===== config.mk =====
export PLATFORM = sky130hd
export DESIGN_NAME = sweep_counter
export DESIGN_NICKNAME = d
export VERILOG_FILES = /design/src/rtl/sweep_pkg.sv /design/src/rtl/sweep_step.sv /design/src/rtl/sweep_counter.sv
export SDC_FILE = /design/constraint.sdc
export NUM_CORES = 1
export LEC_CHECK = 0
export CAP_MARGIN = 40
export CORE_ASPECT_RATIO = 0.9
export CORE_MARGIN = 1.5
export CORE_UTILIZATION = 34
export DETAILED_ROUTE_END_ITERATION = 10
export PLACE_DENSITY = 0.58
export SYNTH_ARGS = -nofsm -noshare
export SYNTH_HDL_FRONTEND = slang
export SYNTH_SLANG_ARGS = --single-unit

===== constraint.sdc =====
create_clock -name clk -period 5.97 [get_ports clk]
set_input_delay 1.194 -clock clk [delete_from_list [all_inputs] [get_ports clk]]
set_output_delay 1.194 -clock clk [all_outputs]
set_load 0.005 [all_outputs]

===== src/rtl/sweep_pkg.sv =====
// Shared encodings for the sweep counter: FSM states, sweep mode and count direction.
package sweep_pkg;

    typedef enum logic {
        ST_IDLE = 1'b0,
        ST_RUN  = 1'b1
    } state_e;

    localparam logic MODE_FREE    = 1'b0;
    localparam logic MODE_ONESHOT = 1'b1;

    localparam logic DIR_UP   = 1'b0;
    localparam logic DIR_DOWN = 1'b1;

endpackage : sweep_pkg


===== src/rtl/sweep_step.sv =====
// Combinational step of the sweep counter: the neighbouring value in the chosen
// direction, and whether the current value is the terminal value for that direction.
module sweep_step
    import sweep_pkg::*;
#(
    parameter int LENGTH = 8
) (
    input  logic [LENGTH-1:0] x_i,
    input  logic              dir_i,
    output logic [LENGTH-1:0] x_next_o,
    output logic              terminal_o
);

    // Modulo arithmetic already yields the wrap targets (all-ones -> 0, 0 -> all-ones).
    always_comb begin
        if (dir_i == DIR_DOWN) begin
            x_next_o   = x_i - LENGTH'(1);
            terminal_o = (x_i == '0);
        end else begin
            x_next_o   = x_i + LENGTH'(1);
            terminal_o = (x_i == '1);
        end
    end

endmodule : sweep_step


===== src/rtl/sweep_counter.sv =====
// Controlled operand sweep generator: start/stop, up/down, preload, free-run wrap
// or one-shot sweep. Every output is a register.
module sweep_counter
    import sweep_pkg::*;
#(
    parameter int LENGTH = 8
) (
    input  logic              clk,
    input  logic              rst_n,
    input  logic              start,
    input  logic              stop,
    input  logic              dir,
    input  logic              mode,
    input  logic              load,
    input  logic [LENGTH-1:0] load_val,
    output logic [LENGTH-1:0] x,
    output logic              busy,
    output logic              wrap,
    output logic              done,
    output state_e            state_dbg
);

    state_e            state_q, state_d;
    logic [LENGTH-1:0] x_q, x_d;
    logic              busy_q;
    logic              wrap_q, wrap_d;
    logic              done_q, done_d;

    logic [LENGTH-1:0] x_next;
    logic              terminal;

    sweep_step #(.LENGTH(LENGTH)) u_step (
        .x_i        (x_q),
        .dir_i      (dir),
        .x_next_o   (x_next),
        .terminal_o (terminal)
    );

    always_comb begin
        state_d = state_q;
        x_d     = x_q;
        wrap_d  = 1'b0;
        done_d  = 1'b0;

        unique case (state_q)
            ST_IDLE: begin
                if (start && !stop) begin
                    state_d = ST_RUN;
                end
            end
            ST_RUN: begin
                if (stop) begin
                    state_d = ST_IDLE;
                end else if (load) begin
                    // A preload replaces this edge's counting step, including completion.
                    state_d = ST_RUN;
                end else if (terminal && mode == MODE_ONESHOT) begin
                    state_d = ST_IDLE;
                    done_d  = 1'b1;
                end else begin
                    x_d    = x_next;
                    wrap_d = terminal;
                end
            end
            default: state_d = ST_IDLE;
        endcase

        if (load) begin
            x_d    = load_val;
            wrap_d = 1'b0;
            done_d = 1'b0;
        end
    end

    always_ff @(posedge clk or negedge rst_n) begin
        if (!rst_n) begin
            state_q <= ST_IDLE;
            x_q     <= '0;
            busy_q  <= 1'b0;
            wrap_q  <= 1'b0;
            done_q  <= 1'b0;
        end else begin
            state_q <= state_d;
            x_q     <= x_d;
            busy_q  <= (state_d == ST_RUN);
            wrap_q  <= wrap_d;
            done_q  <= done_d;
        end
    end

    assign x         = x_q;
    assign busy      = busy_q;
    assign wrap      = wrap_q;
    assign done      = done_q;
    assign state_dbg = state_q;

endmodule : sweep_counter

==> impl_metrics.json <==
{
  "die_w_um": 55.7,
  "core_um2": 2260,
  "slowest_delay_ps": 730,
  "cp.arrival_ps": 3410,
  "clk_pin_slew_ps": 70,
  "grt_pass1_wl_um": 3070,
  "antenna_found_initial": 0,
  "initial_core_util_pct": 37.6,
  "yosys_warnings": 0,
  "diodes": 0,
  "route.vias.total": 757,
  "post_cts_buffers": 0,
  "ys_ff_latch": 11,
  "maxSlewHeadroom_pct": 63.0,
  "fin_hold_ws_ps": 572,
  "antenna_left": 0,
  "path_buf_inv": 1,
  "grt_max_degree": 18,
  "root_buffer": "clkbuf_4",
  "cp_cell_sequence": "clkdlybuf4s50_1 > ha_1 > a21o_1 > a21oi_1 > a21boi_0 > o211ai_1 > a21oi_1 > o31a_1",
  "clk_path_buf_depth": 2,
  "fin_nets": 142,
  "rsz0062_at_grt": "no",
  "maxSlewViolCount": 0,
  "final_cell_count_no_fill": 146,
  "min_period_ps": 3260,
  "cts_hold_buf": 0,
  "yosys.area.top_type": "dfrtp_1",
  "gp_congestion": 0.807,
  "tightest_slew_ps": 553,
  "crit_fanout": 12,
  "cp-startpoint": "dir",
  "finalSetupTns_ps": 0,
  "firstDrtPassIters": 4,
  "fin_skew_ps": 2.57,
  "cp_common_cell": "a21oi_1",
  "dp.cells": 142,
  "synthTopCellsByArea": "dfrtp_1 32%, ha_1 8.8%, o21ai_0 4.7%",
  "cts_tree": "done",
  "dp_hpwl_um": 1500,
  "cp_data_required_time_ps": 6120,
  "irDropWorstVdd_v": 0.000146,
  "yosys.cell_types.count": 37,
  "grt_usage_pct": 14.1,
  "fill_cells": 230,
  "worstHoldPathType": "flop to flop",
  "multiInputGateArea_um2": 544,
  "grt_pass1_vias": 685,
  "overflow": 0,
  "p_leak_nw": 0.486,
  "drtIter0Drc": 9,
  "cts_buffers": 3,
  "hold_violations": 0,
  "slowest_stage": "clkdlybuf4s50_1",
  "route.detailed.drc": 0,
  "die_h_um": 50.4,
  "drive_gt1_share_pct": 6.72,
  "status": "finished clean",
  "power_density_nw_per_um2": 208,
  "port_buffers": 26,
  "timing.final.crit_share_pct": 54.6,
  "cp-start-kind": "primary input",
  "yosysSeqAreaShare_pct": 32.4,
  "netlist.area_leader.share_pct": 32.4,
  "drt-total-wl_um": 1940,
  "cts_resized": 0,
  "finalSetupViolCount": 0,
  "wire_per_inst_um": 13.3,
  "final_util_pct": 51.1,
  "num_rows": 16,
  "worstHoldStart": "busy",
  "area_growth_pct": 35.9,
  "critPathKind": "primary input to flop",
  "rr_startpoint": "x[5]",
  "fmax_mhz": 307,
  "cts_sinks": 11,
  "worst_setup_path_end_kind": "flop",
  "cp_top_family": "compound AO/OA/AOI/OAI gates",
  "clk_latency_ps": 260,
  "syn_inst": 92,
  "cap_violations": 0,
  "via_per_inst": 5.18,
  "pre_cts_ws_ps": 2430,
  "dieArea_um2": 2810,
  "syn_area_um2": 850,
  "worst_slack_ps": 2710,
  "io_pins": 27,
  "ff_latch_area_um2": 275,
  "ctsHtreeMaxLevel": 1,
  "synth_fp_nets": 114,
  "synth_area_per_cell_um2": 9.23
}
per-stage QoR:
step | cell area, um^2 | power [mW]
global route | 1150 | 0.259
detailed placement | 1130 | 0.193
finish | 1150 | 0.240
CTS | 1150 | 0.244
floorplan | 850 | 0.152
global placement | 1130 | 0.192
cells in the mapped netlist, drive strengths merged:
master,n
xor2,2
nand4,1
clkbuf,2
a211o,1
a21o,1
a21boi,1
o211ai,1
a2bb2oi,2
nand2,9
ha,6
or2b,1
or3,1
nor2b,3
o31a,1
xnor2,3
and3,1
inv,4
nand4b,1
fa,1
a41o,1
nor3b,1
nand2b,3
nor4,1
buf,1
nor3,2
o21ai,8
mux2i,3
and4b,1
a311oi,1
mux2,3
o21bai,1
nor2,5
a21oi,7
dfrtp,11
or4,1
layout make-up:
class	instances	area share [%]
Tap cell	27	2.93
Clock buffer	4	2.28
Sequential cell	11	23.8
Timing Repair Buffer	26	22.5
Multi-Input combinational cell	74	47.1
Inverter	4	1.30
sequential cells by signal (all words and copies together) (netlist names):
name  count
busy      1
x         8
done      1
wrap      1
worst paths after layout:
path,endpoint,slack (ps),depth (start not counted)
max in group asynchronous,x[5],4350,1
hold / removal,busy,570,1
setup reg to reg,x[3],3790,6
min in group asynchronous,x[4],1270,1
hold reg to reg,busy,570,1
setup / recovery,x[7],2710,8
cells by family after synthesis:
logic type | Yosys count | share of synthesized area, %
and+or+nand+nor | 31 | 19.6
AOI/OAI and AO/OA | 25 | 20.2
DFF | 11 | 32.4
buffers and inverters | 7 | 3.53
adders and majority gates | 7 | 11.2
muxes | 6 | 7.95
xor gates and xnor gates | 5 | 5.16
power breakdown:
part / switching [mW] / internal, mW
Sequential: 0.0109 / 0.0819
Combinational: 0.0431 / 0.0553
Clock: 0.0229 / 0.0258
Total: 0.0769 / 0.163
per-layer routing:
layer | up-vias | routed length [um] | track usage (%)
met5 | - | 0 | 0
met3 | 0 | 92 | 5.41
li1 | 390 | - | -
met4 | 0 | 0 | 1.22
met1 | 350 | 938 | 18.2
met2 | 17 | 908 | 23.4
layout by cell type, fill, tap and decap left out:
| master | netlist | routed |
|---|---|---|
| clkdlybuf4s50_1 | 0 | 26 |
| dfrtp_1 | 11 | 11 |
| nand2_1 | 9 | 9 |
| o21ai_0 | 8 | 8 |
| a21oi_1 | 6 | 6 |
| ha_1 | 6 | 6 |
| nor2_1 | 5 | 5 |
| inv_1 | 4 | 4 |
| nor2b_1 | 3 | 3 |
| nand2b_1 | 3 | 3 |
| mux2i_1 | 3 | 3 |
| xnor2_1 | 3 | 3 |
| clkbuf_4 | 0 | 3 |
| nor3_1 | 2 | 2 |
| xor2_1 | 2 | 2 |
| a2bb2oi_1 | 2 | 2 |
| mux2_2 | 2 | 2 |
| or4_1 | 1 | 1 |
| nand4_1 | 1 | 1 |
| nor4_1 | 1 | 1 |
| a41o_2 | 1 | 1 |
| and4b_1 | 1 | 1 |
| nor3b_1 | 1 | 1 |
| a311oi_1 | 1 | 1 |
| a21o_1 | 1 | 1 |
| nand4b_1 | 1 | 1 |
| a21oi_4 | 1 | 1 |
| mux2_4 | 1 | 1 |
| a21boi_0 | 1 | 1 |
| or3_1 | 1 | 1 |
| a211o_1 | 1 | 1 |
| o211ai_1 | 1 | 1 |
| and3_1 | 1 | 1 |
| o31a_1 | 1 | 1 |
| o21bai_1 | 1 | 1 |
| or2b_1 | 1 | 1 |
| fa_1 | 1 | 1 |
| clkbuf_1 | 2 | 1 |
Power figures use the tool's default switching activity.
